File: src/rtl/ibex_pkg.sv
// Shared types for the custom (bloom-filter) instruction issue path.
package ibex_pkg;

  typedef enum logic [4:0] {
    CUSTOM_OP_NONE       = 5'd0,
    CUSTOM_OP_BLOOM_ADD  = 5'd1,
    CUSTOM_OP_BLOOM_TEST = 5'd2,
    CUSTOM_OP_BLOOM_CLR  = 5'd3,
    CUSTOM_OP_BLOOM_HASH = 5'd4
  } custom_op_e;

  typedef enum logic [2:0] {
    IDLE  = 3'd0,
    ISSUE = 3'd1,
    WAIT  = 3'd2,
    WB    = 3'd3,
    DRAIN = 3'd4
  } custom_issue_state_e;

endpackage

File: src/rtl/ibex_custom_timeout_cnt.sv
// Wait-cycle counter for the custom issue stage; only instantiated when
// IBEX_CUSTOM_TIMEOUT_EN is defined.
module ibex_custom_timeout_cnt #(
  parameter int unsigned TimeoutCycles = 64
) (
  input  logic clk_i,
  input  logic rst_ni,
  input  logic clear_i,
  input  logic enable_i,
  output logic expired_o
);

  localparam int unsigned CntW = $clog2(TimeoutCycles);
  localparam logic [CntW-1:0] Limit = CntW'(TimeoutCycles - 1);

  logic [CntW-1:0] cnt_d, cnt_q;

  assign expired_o = (cnt_q == Limit);

  // Saturate at the limit so a lingering enable can never wrap back to zero.
  always_comb begin
    cnt_d = cnt_q;
    if (clear_i) begin
      cnt_d = '0;
    end else if (enable_i && !expired_o) begin
      cnt_d = cnt_q + 1'b1;
    end
  end

  always_ff @(posedge clk_i or negedge rst_ni) begin
    if (!rst_ni) begin
      cnt_q <= '0;
    end else begin
      cnt_q <= cnt_d;
    end
  end

endmodule

File: src/rtl/ibex_custom_issue.sv
// Issue/retire stage for custom ops in front of the EX custom unit.
// Optional wait timeout enabled by defining IBEX_CUSTOM_TIMEOUT_EN.
module ibex_custom_issue
  import ibex_pkg::*;
#(
  parameter int unsigned TimeoutCycles = 64
) (
  input  logic        clk_i,
  input  logic        rst_ni,
  input  logic        id_req_i,
  input  custom_op_e  id_op_i,
  input  logic [31:0] id_rs1_i,
  input  logic [31:0] id_rs2_i,
  input  logic [4:0]  id_rd_addr_i,
  output logic        id_ready_o,
  output logic        id_stall_o,
  output logic        id_done_o,
  input  logic        flush_i,
  output logic        custom_en_o,
  output custom_op_e  custom_op_o,
  output logic [31:0] custom_rs1_o,
  output logic [31:0] custom_rs2_o,
  input  logic        custom_valid_i,
  input  logic [31:0] custom_result_i,
  output logic        wb_we_o,
  output logic [4:0]  wb_addr_o,
  output logic [31:0] wb_wdata_o,
  output logic        err_o
);

  custom_issue_state_e state_d, state_q;
  custom_op_e          op_d, op_q;
  logic [31:0]         rs1_d, rs1_q;
  logic [31:0]         rs2_d, rs2_q;
  logic [4:0]          rd_d, rd_q;
  logic [31:0]         result_d, result_q;
  logic                err_d, err_q;
  logic                tdone_d, tdone_q;
  logic                cnt_expired;

`ifdef IBEX_CUSTOM_TIMEOUT_EN
  logic cnt_clear;
  logic cnt_enable;

  assign cnt_clear  = (state_d != state_q) && ((state_d == WAIT) || (state_d == DRAIN));
  assign cnt_enable = (state_q == WAIT) || (state_q == DRAIN);

  ibex_custom_timeout_cnt #(
    .TimeoutCycles(TimeoutCycles)
  ) u_timeout_cnt (
    .clk_i     (clk_i),
    .rst_ni    (rst_ni),
    .clear_i   (cnt_clear),
    .enable_i  (cnt_enable),
    .expired_o (cnt_expired)
  );
`else
  logic unused_timeout;

  assign unused_timeout = (TimeoutCycles == 32'd0);
  assign cnt_expired    = 1'b0;
`endif

  // Flush takes priority over a same-cycle completion; a timeout only fires
  // when neither flush nor completion arrived in that cycle.
  always_comb begin
    state_d  = state_q;
    op_d     = op_q;
    rs1_d    = rs1_q;
    rs2_d    = rs2_q;
    rd_d     = rd_q;
    result_d = result_q;
    err_d    = 1'b0;
    tdone_d  = 1'b0;

    unique case (state_q)
      IDLE: begin
        if (id_req_i) begin
          op_d    = id_op_i;
          rs1_d   = id_rs1_i;
          rs2_d   = id_rs2_i;
          rd_d    = id_rd_addr_i;
          state_d = ISSUE;
        end
      end
      ISSUE: begin
        if (flush_i) begin
          state_d = IDLE;
        end else if (custom_valid_i) begin
          result_d = custom_result_i;
          state_d  = WB;
        end else begin
          state_d = WAIT;
        end
      end
      WAIT: begin
        if (flush_i) begin
          state_d = DRAIN;
        end else if (custom_valid_i) begin
          result_d = custom_result_i;
          state_d  = WB;
        end else if (cnt_expired) begin
          err_d   = 1'b1;
          tdone_d = 1'b1;
          state_d = IDLE;
        end
      end
      WB: begin
        state_d = IDLE;
      end
      DRAIN: begin
        if (custom_valid_i) begin
          state_d = IDLE;
        end else if (cnt_expired) begin
          err_d   = 1'b1;
          state_d = IDLE;
        end
      end
      default: begin
        state_d = IDLE;
      end
    endcase
  end

  always_ff @(posedge clk_i or negedge rst_ni) begin
    if (!rst_ni) begin
      state_q  <= IDLE;
      op_q     <= CUSTOM_OP_NONE;
      rs1_q    <= '0;
      rs2_q    <= '0;
      rd_q     <= '0;
      result_q <= '0;
      err_q    <= 1'b0;
      tdone_q  <= 1'b0;
    end else begin
      state_q  <= state_d;
      op_q     <= op_d;
      rs1_q    <= rs1_d;
      rs2_q    <= rs2_d;
      rd_q     <= rd_d;
      result_q <= result_d;
      err_q    <= err_d;
      tdone_q  <= tdone_d;
    end
  end

  assign id_ready_o   = (state_q == IDLE);
  assign id_stall_o   = (state_q != IDLE);
  assign id_done_o    = (state_q == WB) || tdone_q;
  assign custom_en_o  = (state_q == ISSUE) && !flush_i;
  assign custom_op_o  = op_q;
  assign custom_rs1_o = rs1_q;
  assign custom_rs2_o = rs2_q;
  // Register-file port is quiet outside WB so x0 and idle cycles never leak data.
  assign wb_we_o      = (state_q == WB) && (rd_q != 5'd0);
  assign wb_addr_o    = (state_q == WB) ? rd_q : 5'd0;
  assign wb_wdata_o   = (state_q == WB) ? result_q : 32'd0;
  assign err_o        = err_q;

endmodule

File: config.mk
export PLATFORM = sky130hd
export DESIGN_NAME = ibex_custom_issue
export DESIGN_NICKNAME = d
export VERILOG_FILES = /design/src/rtl/ibex_pkg.sv /design/src/rtl/ibex_custom_timeout_cnt.sv /design/src/rtl/ibex_custom_issue.sv
export SDC_FILE = /design/constraint.sdc
export NUM_CORES = 1
export LEC_CHECK = 0
export ABC_AREA = 1
export CORE_UTILIZATION = 38
export CTS_CLUSTER_SIZE = 28
export DETAILED_ROUTE_END_ITERATION = 8
export PLACE_DENSITY = 0.73
export SLEW_MARGIN = 20
export SYNTH_ARGS = -nofsm -noshare
export SYNTH_HDL_FRONTEND = slang
export SYNTH_SLANG_ARGS = --single-unit
File: constraint.sdc
create_clock -name clk_i -period 3.7 [get_ports clk_i]
set_input_delay 0.37 -clock clk_i [delete_from_list [all_inputs] [get_ports clk_i]]
set_output_delay 0.37 -clock clk_i [all_outputs]
set_load 0.03 [all_outputs]
* Word-level counts from Yosys, hierarchy flattened
Index checks and enable logic that the tools add are counted.
W data, S select, Z words.
** Operators by class
- Equal/unequal tests :: 7
- Mux-type cells :: 9
- Bitwise logic cells :: 1
- Reduce and logical (&&, ||, !) cells :: 10
** Operator list (number)
- $mux W32 :: 1
- $mux W3 :: 4
- $pmux W3 S4 :: 1
- $eq A3 B2 Y1 const B :: 2
- $reduce_and A3 Y1 :: 2
- $mux W5 :: 1
- $reduce_bool A5 Y1 :: 1
- $ne A2 B2 Y1 const B :: 2
- $eq A3 B1 Y1 const B :: 1
- $eq A3 B3 Y1 const B :: 1
- $logic_not A3 Y1 :: 1
- $ne A3 B3 Y1 const B :: 1
- $reduce_bool A3 Y1 :: 1
- $logic_and A1 B1 Y1 :: 2
- $mux W2 :: 1
- $reduce_and A2 Y1 :: 1
- $reduce_or A2 Y1 :: 1
- $logic_not A1 Y1 :: 1
- $mux W1 :: 1
- $not A1 Y1 :: 1
** Word-level totals
- Register bits after elaboration :: 109
- Input bits :: 111
- Output and inout bits :: 112
- Word-level logic and storage cells :: 33

* Logic depth before layout (Yosys ltp)
- Depth after elaboration :: 3
- Gate-level depth with buffers :: 8
- Depth with buffers taken out :: 7

* Worst setup path before layout
No wires, ideal clock.
- Path kind :: register -> output
- Start point :: reg state_q[2]
- End point :: out wb_wdata_o[11]
- Arrival :: 1.348 ns
- Required time :: 3.330 ns
- Setup slack :: 1.982 ns
- Cell stages (with the launch flop) :: 6
- Buffers on the path :: 2
- Path through :: dfrtp_1 nor2_2 nand2_1 buf_2 buf_2 nor2_1
** On the way
- Word-level cells in the longest chain between the ends :: 2
** Ends and longest elaborated chain
- start, declared :: line ibex_custom_issue.sv:31 : custom_issue_state_e state_d, state_q;
- start signal, assigned :: line ibex_custom_issue.sv:136 : state_q <= state_d;
- $eq A3 B2 Y1 :: line ibex_custom_issue.sv:157 : assign wb_wdata_o = (state_q == WB) ? result_q : 32'd0;
- $mux W32 :: line ibex_custom_issue.sv:157
- end, declared :: line ibex_custom_issue.sv:27 : output logic [31:0] wb_wdata_o,
No other way between the ends.

* Worst setup path in the final report
- Start point :: reg state_q[0]
- End point :: out wb_we_o
** On the way
- Word-level cells in the longest chain between the ends :: 2
** Ends and longest elaborated chain
- $eq A3 B2 Y1 :: line ibex_custom_issue.sv:155 : assign wb_we_o = (state_q == WB) && (rd_q != 5'd0);
- $logic_and A1 B1 Y1 :: line ibex_custom_issue.sv:155
- end, declared :: line ibex_custom_issue.sv:25 : output logic wb_we_o,
No other way between the ends.

==> impl_metrics.env <==
export IMPL_synth_fa_ha_area_share_pct=0
export IMPL_outcome="finished clean"
export IMPL_numPortBuffers=221
export IMPL_drt_pre_antenna_iters=4
export IMPL_start_util_pct=39.31
export IMPL_number_of_remaining_drc_errors=0
export IMPL_drt_iter0_markers=319
export IMPL_fraction_of_the_mapped_netlist_area_in_simple_logic_gates_pct=33.17
export IMPL_globalRouteMet2Util_pct=36.20
export IMPL_post_drt_via_cell_ratio=4.743
export IMPL_synth_cell_types=18
export IMPL_layout_common_cells="219 x sky130_fd_sc_hd__clkdlybuf4s50_1, 216 x sky130_fd_sc_hd__nand2_1, 110 x sky130_fd_sc_hd__nand3_1"
export IMPL_post_cts_buffers=0
export IMPL_rows=40
export IMPL_critical_path_startpoint="state_q[0]"
export IMPL_area_overhead_of_the_layout_relative_to_synthesis_pct=52.83
export IMPL_tritoncts_num_buffers=9
export IMPL_gr_max_usage_layer="met2"
export IMPL_cell_accounting_for_the_most_synthesized_area="sky130_fd_sc_hd__dfrtp_1"
export IMPL_grt_start_max_net_pins=76
export IMPL_antenna_found_initial=0
export IMPL_wire_per_inst_um=14.43
export IMPL_h_tree_depth=3
export IMPL_ctsLongestPathBuffers=2
export IMPL_worstSetupPathType="reg -> out"
export IMPL_routabilityCongestion=0.7836
export IMPL_wire_length_of_the_first_global_routing_pass_um=22400
export IMPL_fin_tns_setup_ps=0
export IMPL_clock_tree_from_tritoncts="built"
export IMPL_relSlewSlack_pct=48.18
export IMPL_grtUsageTotal_pct=22.00
export IMPL_report_final_hold_viol_count=0
export IMPL_power_ir_vdd_worst_v=0.0004387
export IMPL_critical_path_startpoint_type="flop"
export IMPL_clk_latency_ps=340
export IMPL_fmaxAchievable_ghz=0.3961
export IMPL_finalSetupViolCount=0
export IMPL_ctsRootBufferMaster="sky130_fd_sc_hd__clkbuf_16"
export IMPL_via_count=4473
export IMPL_synth_fp_nets=683
export IMPL_grt_setup_unrepaired="false"
export IMPL_fin_nets=883
export IMPL_vias_in_the_first_global_route=4523
export IMPL_die_height_um=113.9
export IMPL_timing_worst_slew_pin_value_ps=777.3
export IMPL_final_setup_skew_ps=8.426
export IMPL_cp_data_arrival_time_ps=2150
export IMPL_worst_setup_hold_path_clk_slew_ps=70
export IMPL_placement_cell_area_mm2=0.006963
export IMPL_cp_required_ps=3330
export IMPL_clock_sink_count=109
export IMPL_cts_hold_buf=0
export IMPL_synth_seq_area_share_pct=57.29
export IMPL_yosys_warnings=0
export IMPL_core_area_mm2=0.01211
export IMPL_cts_resized=0
export IMPL_chip_width_um=113.9
export IMPL_synth_top_cells_by_area="sky130_fd_sc_hd__dfrtp_1 57%, sky130_fd_sc_hd__nand2_1 17%, sky130_fd_sc_hd__nand3_1 12%"
export IMPL_post_dp_hpwl_um=9607
export IMPL_postLayoutCellArea_mm2=0.007276
export IMPL_final_worst_path_period_share_pct=68.23
export IMPL_power_static_leakage_nw=3.577
export IMPL_yosys_mux_area_fraction_pct=0
export IMPL_grt_met3_usage_pct=9.192
export IMPL_pin_count=223
export IMPL_floorplan_die_area_mm2=0.01298
export IMPL_synth_ff_latch_count=109
export IMPL_layout_commonest_cell="sky130_fd_sc_hd__clkdlybuf4s50_1"
export IMPL_antenna_cells_inserted=0
export IMPL_synth_compound_gate_area_share_pct=0.2102
export IMPL_cp_max_fo=38
export IMPL_postRouteAntennaNets=0
export IMPL_power_per_cell_area_mw_per_mm2=870.0
export IMPL_final_period_minus_worst_setup_slack_ps=2524
export IMPL_worstSetupEndpointType="output pin"
export IMPL_post_synth_inst_count=572
export IMPL_layout_drive_gt1_share_pct=3.871
export IMPL_route_final_wire_length_um=13610
export IMPL_worstHoldPathType="in -> async"
export IMPL_hold_ws_ps=82.62
export IMPL_rr_startpoint="state_q[2]"
export IMPL_avgSynthCellArea_um2=8.323
export IMPL_total_power_mw=6.330
export IMPL_final_max_slew_violation_count=0
export IMPL_synth_top_cell_area_share_pct=57.29
export IMPL_synth_top_family_by_area="simple AND/OR/NAND/NOR gates"
export IMPL_post_synth_xor_area_fraction_pct=0
export IMPL_globalRouteMet1Util_pct=26.27
export IMPL_max_cap_viol_count=0
export IMPL_grt_overflow_total=0
export IMPL_netlist_area_mm2=0.004761
==> routing by layer <==
layer,routed length [µm],vias up
li1,-,2162
met1,5464,2098
met2,6456,195
met3,1473,18
met4,210,0
met5,0,-
==> through the flow <==
stage	cells	util (%)	setup slack (ps)
floorplan	572	-	1982
global placement	929	57.49	1498
detailed placement	929	57.49	1395
CTS	943	60.07	1155
global route	943	60.07	1023
finish	943	60.07	1176
==> cell type report <==
cell class                 count  area (µm²)
fill                        1119        4836
inverter                      46       172.7
clock buffer                  10       239.0
multi-input combinational    378        1595
sequential                   109        2728
tap                          168       210.2
clock inverter                 4       73.82
timing repair buffer         228        2257
==> worst paths after layout <==
| kind | endpoint | slack, ps | cells past startpoint |
|---|---|---|---|
| worst max-delay path | wb_we_o | 1180 | 8 |
| worst min-delay path | result_q[22] | 80 | 1 |
| worst max register to register | custom_rs2_o[13] | 1620 | 7 |
| worst min register to register | custom_rs1_o[27] | 470 | 2 |
| max in group asynchronous | result_q[19] | 2610 | 2 |
| min in group clk_i | custom_rs1_o[27] | 470 | 2 |
==> cell usage after synthesis (all sizes together) <==
master,count
inv,46
clkbuf,12
nand2,220
o21ai,2
nor2,41
nand3b,1
dfrtp,109
conb,1
nand3,110
buf,27
nand4,3
==> where the power goes <==
part | leakage [nW] | internal, mW | total [mW] | switching, mW
Sequential | 1.36 | 1.75 | 2.08 | 0.329
Combinational | 2.07 | 1.20 | 3.22 | 2.03
Clock | 0.154 | 0.605 | 1.02 | 0.416
==> cell families (layout without fill, tap and decap cells) <==
group | after synthesis | in the layout
simple gates | 375 | 375
compound gates | 2 | 2
flops | 109 | 109
buf+inv | 85 | 288
other cells | 1 | 1
==> worst max-delay path, cell delays in order (launching register included) <==
cell and delay, ps:
sky130_fd_sc_hd__dfrtp_1 380, sky130_fd_sc_hd__inv_1 80, sky130_fd_sc_hd__nor2_2 120, sky130_fd_sc_hd__nand2_1 60, sky130_fd_sc_hd__buf_4 240, sky130_fd_sc_hd__inv_1 100
sky130_fd_sc_hd__o21ai_0 80, sky130_fd_sc_hd__inv_1 60, sky130_fd_sc_hd__clkdlybuf4s50_1 670
==> state kept, by name (all words and copies together) (netlist names) <==
name	flops
custom_op_o	5
rd_q	5
custom_rs1_o	32
custom_rs2_o	32
state_q	3
result_q	32
No activity file was read; power rests on OpenSTA's default activity.
